===== src/rtl/apb_reg_slave_if.sv =====
// APB4 bus bundle between a requester and apb_reg_slave.
// Widths are set per instance and must match the attached slave's parameters.
interface apb_reg_slave_if #(
  parameter int unsigned APB_DW = 32,
  parameter int unsigned APB_AW = 32
);
  logic                  psel;
  logic                  penable;
  logic                  pwrite;
  logic [APB_AW-1:0]     paddr;
  logic [APB_DW-1:0]     pwdata;
  logic [APB_DW/8-1:0]   pstrb;
  logic [APB_DW-1:0]     prdata;
  logic                  pready;
  logic                  pslverr;

  modport master (
    output psel, penable, pwrite, paddr, pwdata, pstrb,
    input  prdata, pready, pslverr
  );

  modport slave (
    input  psel, penable, pwrite, paddr, pwdata, pstrb,
    output prdata, pready, pslverr
  );
endinterface


===== src/rtl/apb_reg_slave.sv =====
// APB4 completer with a DEPTH-word register bank, programmable wait states and pslverr.
// Optional macro APB_REG_SLAVE_PSTRB_EN enables per-byte write strobes (else full-word writes).
module apb_reg_slave #(
  parameter int unsigned APB_DW = 32,
  parameter int unsigned APB_AW = 32,
  parameter int unsigned DEPTH  = 16,
  parameter int unsigned WAIT_W = 4,
  parameter int unsigned CNT_W  = 16
) (
  input  logic              clk,
  input  logic              reset_n,
  apb_reg_slave_if.slave    apb,
  input  logic [WAIT_W-1:0] wait_cfg,
  output logic [CNT_W-1:0]  xfer_cnt
);

  localparam int unsigned NB    = APB_DW / 8;
  localparam int unsigned LSB   = $clog2(NB);
  localparam int unsigned IDX_W = (DEPTH > 1) ? $clog2(DEPTH) : 1;

  typedef enum logic {S_IDLE, S_ACCESS} state_t;

  // Transfer register captured in the setup cycle
  typedef struct packed {
    logic [IDX_W-1:0]  idx;
    logic              write;
    logic              err;
    logic [APB_DW-1:0] wdata;
`ifdef APB_REG_SLAVE_PSTRB_EN
    logic [NB-1:0]     strb;
`endif
  } xfer_t;

  state_t              r_state;
  xfer_t               r_x;
  logic [WAIT_W-1:0]   r_wcnt;
  logic                r_pready;
  logic                r_pslverr;
  logic [APB_DW-1:0]   r_prdata;
  logic [CNT_W-1:0]    r_cnt;
  logic [APB_DW-1:0]   r_mem [DEPTH];

  logic                w_setup;
  logic                w_access;
  logic                w_err;
  logic [IDX_W-1:0]    w_idx;
  logic [APB_DW-1:0]   w_wmask;

  assign w_setup  = apb.psel & ~apb.penable;
  assign w_access = apb.psel &  apb.penable;
  assign w_idx    = IDX_W'(apb.paddr >> LSB);
  // Out-of-range word index or misaligned byte address
  assign w_err    = ((apb.paddr >> LSB) >= APB_AW'(DEPTH)) ||
                    ((apb.paddr & APB_AW'(NB - 1)) != '0);

  always_comb begin
    w_wmask = '1;
`ifdef APB_REG_SLAVE_PSTRB_EN
    for (int b = 0; b < int'(NB); b++) begin
      w_wmask[b*8 +: 8] = {8{r_x.strb[b]}};
    end
`endif
  end

  always_ff @(posedge clk or negedge reset_n) begin
    if (!reset_n) begin
      r_state   <= S_IDLE;
      r_x       <= '0;
      r_wcnt    <= '0;
      r_pready  <= 1'b0;
      r_pslverr <= 1'b0;
      r_prdata  <= '0;
      r_cnt     <= '0;
      for (int i = 0; i < int'(DEPTH); i++) begin
        r_mem[i] <= '0;
      end
    end else begin
      case (r_state)
        S_IDLE: begin
          if (w_setup) begin
            r_state     <= S_ACCESS;
            r_wcnt      <= wait_cfg;
            r_x.idx     <= w_idx;
            r_x.write   <= apb.pwrite;
            r_x.err     <= w_err;
            r_x.wdata   <= apb.pwdata;
`ifdef APB_REG_SLAVE_PSTRB_EN
            r_x.strb    <= apb.pstrb;
`endif
            // Zero wait states: the first access cycle already completes
            if (wait_cfg == '0) begin
              r_pready  <= 1'b1;
              r_pslverr <= w_err;
              r_prdata  <= (!apb.pwrite && !w_err) ? r_mem[w_idx] : '0;
            end
          end
        end
        S_ACCESS: begin
          if (!w_access) begin
            r_state   <= S_IDLE;
            r_pready  <= 1'b0;
            r_pslverr <= 1'b0;
            r_prdata  <= '0;
          end else if (r_pready) begin
            r_state   <= S_IDLE;
            r_pready  <= 1'b0;
            r_pslverr <= 1'b0;
            r_prdata  <= '0;
            r_cnt     <= r_cnt + CNT_W'(1);
            if (r_x.write && !r_x.err) begin
              r_mem[r_x.idx] <= (r_mem[r_x.idx] & ~w_wmask) | (r_x.wdata & w_wmask);
            end
          end else begin
            r_wcnt <= r_wcnt - WAIT_W'(1);
            if (r_wcnt == WAIT_W'(1)) begin
              r_pready  <= 1'b1;
              r_pslverr <= r_x.err;
              r_prdata  <= (!r_x.write && !r_x.err) ? r_mem[r_x.idx] : '0;
            end
          end
        end
        default: r_state <= S_IDLE;
      endcase
    end
  end

  assign apb.pready  = r_pready;
  assign apb.pslverr = r_pslverr;
  assign apb.prdata  = r_prdata;
  assign xfer_cnt    = r_cnt;

endmodule


===== src/flat_wrapper.sv =====
// flat-port wrapper written by rule: the top's interface ports become plain ports
module apb_reg_slave_flat 
#(
  parameter int unsigned APB_DW = 32,
  parameter int unsigned APB_AW = 32,
  parameter int unsigned DEPTH  = 16,
  parameter int unsigned WAIT_W = 4,
  parameter int unsigned CNT_W  = 16
)
  (clk, reset_n, wait_cfg, xfer_cnt, apb_psel, apb_penable, apb_pwrite, apb_paddr, apb_pwdata, apb_pstrb, apb_prdata, apb_pready, apb_pslverr);
  apb_reg_slave_if #(.APB_DW(APB_DW), .APB_AW(APB_AW)) apb_i ();
  input  logic clk;
  input  logic reset_n;
  input  logic [WAIT_W-1:0] wait_cfg;
  output logic [CNT_W-1:0] xfer_cnt;
  input wire logic [$bits(apb_i.psel)-1:0] apb_psel;
  input wire logic [$bits(apb_i.penable)-1:0] apb_penable;
  input wire logic [$bits(apb_i.pwrite)-1:0] apb_pwrite;
  input wire logic [$bits(apb_i.paddr)-1:0] apb_paddr;
  input wire logic [$bits(apb_i.pwdata)-1:0] apb_pwdata;
  input wire logic [$bits(apb_i.pstrb)-1:0] apb_pstrb;
  output wire logic [$bits(apb_i.prdata)-1:0] apb_prdata;
  output wire logic [$bits(apb_i.pready)-1:0] apb_pready;
  output wire logic [$bits(apb_i.pslverr)-1:0] apb_pslverr;
  assign apb_i.psel = apb_psel;
  assign apb_i.penable = apb_penable;
  assign apb_i.pwrite = apb_pwrite;
  assign apb_i.paddr = apb_paddr;
  assign apb_i.pwdata = apb_pwdata;
  assign apb_i.pstrb = apb_pstrb;
  assign apb_prdata = apb_i.prdata;
  assign apb_pready = apb_i.pready;
  assign apb_pslverr = apb_i.pslverr;
  apb_reg_slave #(.APB_DW(APB_DW), .APB_AW(APB_AW), .DEPTH(DEPTH), .WAIT_W(WAIT_W), .CNT_W(CNT_W)) u_core (.clk(clk), .reset_n(reset_n), .apb(apb_i), .wait_cfg(wait_cfg), .xfer_cnt(xfer_cnt));
endmodule

===== config.mk =====
export PLATFORM = sky130hd
export DESIGN_NAME = apb_reg_slave_flat
export DESIGN_NICKNAME = d
export VERILOG_FILES = /design/src/rtl/apb_reg_slave_if.sv /design/src/rtl/apb_reg_slave.sv /design/src/flat_wrapper.sv
export SDC_FILE = /design/constraint.sdc
export NUM_CORES = 1
export LEC_CHECK = 0
export ABC_CLOCK_PERIOD_IN_PS = 2100
export CORE_ASPECT_RATIO = 1.5
export CORE_MARGIN = 8
export CORE_UTILIZATION = 55
export CTS_CLUSTER_DIAMETER = 150
export DETAILED_ROUTE_END_ITERATION = 10
export PLACE_DENSITY = 0.76
export SYNTH_ARGS = -nofsm -noshare
export SYNTH_HDL_FRONTEND = slang
export SYNTH_SLANG_ARGS = --single-unit

===== constraint.sdc =====
create_clock -name clk -period 2.1 [get_ports clk]
set_clock_uncertainty 0.1 [all_clocks]
set_input_delay 0.315 -clock clk [delete_from_list [all_inputs] [get_ports clk]]
set_output_delay 0.315 -clock clk [all_outputs]
set_load 0.02 [all_outputs]

Yosys cells after proc, flatten, opt, wreduce, memory -nomap -nowiden. Cells that the tools add are included.

$mul: 0. Equality and inequality tests: 6. Reductions and logical operators: 17. Shift operators: 0. Bitwise operators: 6. $lt $le $gt $ge: 4. Div/mod/pow operators: 0. Muxes and demuxes: 37. Add/subtract/negate cells: 2.

Operators with widths (number): bitwise mux 512 bit (1); two-way mux 32 bit (12); binary-select mux 32 bit (select 4 bit) (2); demux 32 bit (select 4 bit) (1); one-hot mux 32 bit (2 select lines) (1); nonzero test 32 bit (1); greater-or-equal comparator 30 x 5 -> 1 bit (second input constant) (1); adder 16 x 1 -> 16 bit (second input constant) (1); two-way mux 1 bit (13); two-way mux 4 bit (3); greater-or-equal comparator 5 bit (second input constant) (2); inverter 4 -> 5 bit (2); AND reduction 3 bit (3); one-hot mux 4 bit (2 select lines) (1); one-hot mux 1 bit (2 select lines) (3); less-than comparator 5 x 1 -> 1 bit (second input constant) (1); == test 4 x 1 -> 1 bit (second input constant) (1); logical AND 1 bit (4); zero test 1 bit (4); zero test 4 bit (1); inequality test 2 x 1 -> 1 bit (second input constant) (2); inequality test 2 bit (second input constant) (2); inequality test 4 bit (second input constant) (1); AND reduction 2 bit (2); other kinds (5) (7).

Memories kept: 0. Bits of input ports: 77. RAM bits: 0. Bits in latches: 0. ROM bits: 0. Flip-flop bits (word level): 605.

Longest topological paths before layout.
Depth after elaboration: 9. Gate-level depth with buffers: 8. Mapped depth without buffers: 7.

Least setup slack after synthesis. No wires, ideal clock.

Kind: register -> register. From: register u_core.r_pready (netlist: u_core.apb.pready). To: register u_core.r_mem[65] (netlist name). Period minus slack after synthesis: 2104 ps. Arrival time: 1879 ps. Setup slack: -4 ps. Buffers on the path: 2. Library setup time: 125 ps. Stages on the path, launching flop included: 8. Data required time: 1875 ps. Cells stage by stage: dfrtp_1 nand4_2 nor3b_2 and2_1 and3_1 buf_2 buf_4 mux2_2.

Word-level cells in the longest chain between the ends: 1.

RTL lines: start: declaration (line apb_reg_slave.sv:37) `logic r_pready;`; start signal: assignment (line apb_reg_slave.sv:70) `r_pready <= 1'b0;`; start signal: assignment (line apb_reg_slave.sv:92) `r_pready <= 1'b1;`; start signal: assignment (line apb_reg_slave.sv:101) `r_pready <= 1'b0;`; AND reduction 4 bit (no line); end signal: indexed assignment (line apb_reg_slave.sv:111) `r_mem[r_x.idx] <= (r_mem[r_x.idx] & ~w_wmask) | (r_x.wdata & w_wmask);`; end: declaration (line apb_reg_slave.sv:41) `logic [APB_DW-1:0] r_mem [DEPTH];`.

Every way passes these cells. A chain may end at the register's enable or synchronous reset.

Worst setup path after layout.
From: register u_core.r_x[34] (netlist name). To: register u_core.r_prdata[13] (netlist: u_core.apb.prdata[13]).

Word-level cells in the longest chain between the ends: 9.

RTL lines: start: declaration (line apb_reg_slave.sv:35) `xfer_t r_x;`; inverter 4 -> 5 bit; binary-select mux 32 bit (select 4 bit); two-way mux 32 bit (not written as such) (2 in a row) (line apb_reg_slave.sv:118) `r_prdata <= (!r_x.write && !r_x.err) ? r_mem[r_x.idx] : '0;`; two-way mux 32 bit (line apb_reg_slave.sv:118); two-way mux 32 bit (line apb_reg_slave.sv:115) `if (r_wcnt == WAIT_W'(1)) begin`; two-way mux 32 bit (line apb_reg_slave.sv:104) `end else if (r_pready) begin`; two-way mux 32 bit (line apb_reg_slave.sv:99) `if (!w_access) begin`; one-hot mux 32 bit (2 select lines) (line apb_reg_slave.sv:78) `case (r_state)`; end signal: assignment (line apb_reg_slave.sv:94) `r_prdata <= (!apb.pwrite && !w_err) ? r_mem[w_idx] : '0;`; end signal: assignment (line apb_reg_slave.sv:118); end: declaration (line apb_reg_slave.sv:39) `logic [APB_DW-1:0] r_prdata;`.

Every way passes these cells. The select of a mux whose other input is x is not followed.

==> qor.yml <==
place_worst_setup_slack_ps: -609
antenna_left: 0
grt_pass1_wl_mm: 132
cts_buffers: 57
switching_share_pct: 25.6
drtIter0Drc: 1630
design.core.area_um2: 56400
rsz0062_at_grt: "yes"
rr_worst_depth: 6
period_share_pct: 103
ys.flop_type: "dfrtp_1"
grt_util_all_layers_pct: 26.7
synthArstFlopShare_pct: 100
crit_path_end_kind: "flip-flop"
fillerInstances: 3727
chipHeight_um: 307
syn_area_um2: 31100
synth_seq_area_share_pct: 48.6
grt_max_degree: 90
reg2reg_to: "u_core.apb.prdata[13]$_DFFE_PN0P_"
maxSlewViolCount: 0
crit_arrival_ps: 2550
r2r-start: "u_core.r_x[34]$_DFFE_PN0P_"
worstPathCellList: "buf_6, buf_12, mux4_2, mux2_2, a22oi_1, o221ai_2"
vias: 19800
portBuffers: 122
clockBufferDepth: 3
path_max_fanout: 13
internal_power_uw: 20000
critPathMaxStageDelay_ps: 500
clock-root-buffer: "clkbuf_16"
seqPwrFrac_pct: 46.5
die_w_um: 210
rows: 107
setup_violations: 28
htreeDepth: 2
start_util_pct: 55.2
syn_area_per_cell_um2: 15.8
tightest_slew_ps: 664
p_per_area_nw_per_um2: 711
slew-limit-headroom_pct: 55.7
outcome: "complete, but fails checks"
via_per_inst: 6.61
startpoint_type: "flip-flop"
combPwrFrac_pct: 11.9
num-nets-final: 2275
wl_per_cell_um: 29.4
rrSetupSlack_ps: -60
dp.cells: 2850
final_cell_mix: "600 x dfrtp_1, 466 x mux2_2, 256 x mux4_2, 122 x buf_4, 90 x mux2_1"
failed_checks: "setup timing"
max_cap_viol_count: 0
clkSinkCount: 605
clk_latency_ps: 630
power_leakage_uw: 0.0177
ir_drop_v: 0.000533
drc: 0
yosys_warnings: 0
wl_mm: 88.3
synth-edff-count: 0
hold_viol_final: 0
grt_pass1_vias: 21700
drive_above_1_share_pct: 52.9
routabilityCongestion: 0.848
period_needed_ps: 2160
syn_nets: 2051
fmax_mhz: 462
min_path_type: "in -> async"
ys_ff_latch: 605
netlist_instances: 1971
yosys.cell_types.count: 50
critical_path_class: "reg -> reg"
cts_tree: "yes"
hpwl_mm: 53.8
diodes: 0
grt_overflow_total: 0
antenna_found_initial: 0
slowest_stage: "mux4_2"
synthToLayoutAreaGrowth_pct: 21.6
clk_pin_slew_ps: 60
p_clk_share_pct: 41.5
die_area_um2: 64600
required_ps: 2480
switching_power_uw: 6870
layout_setup_ws_ps: -64.5
io_pins: 127
dr.pass1.iters: 5
final_common_cell: "dfrtp_1"
final_cells: 3001
## power groups by stage
stage / Sequential [µW] / Combinational (µW) / Clock, µW
5_1_grt: 12600 / 3400 / 11800
4_1_cts: 12500 / 2990 / 11300
6_report: 12500 / 3210 / 11200
3_3_place_gp: 12700 / 2700 / 0
3_5_place_dp: 12700 / 2760 / 0
2_1_floorplan: 12300 / 1790 / 0
## stage by stage
| step | TNS, ps | hold slack, ps | total power (µW) | instance area [µm²] | utilization [%] |
|---|---|---|---|---|---|
| detailed placement | -230640 | 108 | 15500 | 34700 | 61.5 |
| global route | -3460 | 52.7 | 27700 | 37800 | 67.1 |
| global placement | -216220 | 106 | 15400 | 34700 | 61.5 |
| CTS | -1260 | 25.5 | 26800 | 37000 | 65.6 |
| finish | -533 | 47.1 | 26900 | 37800 | 67.1 |
| floorplan | 0 | -80.6 | 14100 | 31100 | - |
## metal layers
layer | global-route usage (%) | vias up | wire (µm)
met3 | 4.33 | 264 | 5340
met1 | 32.3 | 10700 | 33000
met5 | 0 | - | 0
met4 | 12.7 | 0 | 4610
li1 | - | 8091 | -
met2 | 46.4 | 813 | 45300
## worst max-delay path, delay by kind of cell, from the launching register on
kind            cells  cell delay (ps)
compound gates      2              320
buf+inv             2              340
flops               1              470
mux                 2              770
## kinds of logic (layout without fill, tap and decap cells)
kind of cell	count (synthesis)	in the layout	synth area share (%)
AND/OR/NAND/NOR	118	118	1.98
adder cells (fa/ha/maj)	3	3	0.121
XOR/XNOR	15	15	0.422
buffers and inverters	188	455	2.99
multiplexers	934	934	42.8
AO/OA/AOI/OAI	108	108	3.06
flip-flops	605	605	48.6
## worst max path at each step
stage,slack (ps),end,cells after the start,startpoint
floorplan,30,u_core.apb.prdata[26]$_DFFE_PN0P_,7,u_core.r_x[34]$_DFFE_PN0P_
finish,-60,u_core.apb.prdata[13]$_DFFE_PN0P_,6,u_core.r_x[34]$_DFFE_PN0P_
CTS,-70,u_core.apb.prdata[14]$_DFFE_PN0P_,6,u_core.r_x[34]$_DFFE_PN0P_
global route,-110,u_core.apb.prdata[8]$_DFFE_PN0P_,6,u_core.r_x[34]$_DFFE_PN0P_
detailed placement,-610,u_core.apb.prdata[13]$_DFFE_PN0P_,6,wait_cfg[2]
global placement,-610,u_core.apb.prdata[31]$_DFFE_PN0P_,6,wait_cfg[2]
## area by class of cell
class                   count  area, µm²  share of cell area, %
clock inverters            27        417                   1.10
well taps                 763        955                   2.52
clock buffers              75       1600                   4.22
inverters                   7       26.3                 0.0694
repair buffers            346       4150                   11.0
multi-input cells        1178      15500                   41.1
flip-flops and latches    605      15200                   40.0
## cell usage after synthesis (4+ instances only)
library cell  number  area [µm²]
mux4_2           256        5770
nand3_1           10        50.1
buf_1             20        75.1
nor2_1            45         169
mux2i_1           65         651
nand4_1            4        25.0
xor2_1             4        35.0
mux2_1           100        1130
buf_6              5        56.3
nor2b_1            6        37.5
o221ai_2          30         450
buf_2             86         430
nor4_1             8        50.1
clkbuf_1          59         221
a22oi_1           31         233
mux2_2           513        5780
o21ai_0            5        25.0
dfrtp_1          605       15100
a21oi_1           33         165
nand2_1           22        82.6
xnor2_1           11        96.3
inv_1              7        26.3
buf_4              7        52.6
## registers in the layout, summed over array words and instances, names as in the netlist
name / cells
u_core.apb.prdata: 32
u_core.r_state: 1
u_core.apb.pready: 1
u_core.xfer_cnt: 16
u_core.r_x: 38
u_core.r_mem: 512
u_core.apb.pslverr: 1
u_core.r_wcnt: 4
## what timing repair did
item,in CTS,in global routing
buffers inserted,16,17
pin swaps,1,8
endpoints found under the setup margin,129,222
resized for setup,50,113
endpoints found under the hold margin,483,0
gates cloned,4,11
hold buffers,1,0
Power figures use the tool's default switching activity.
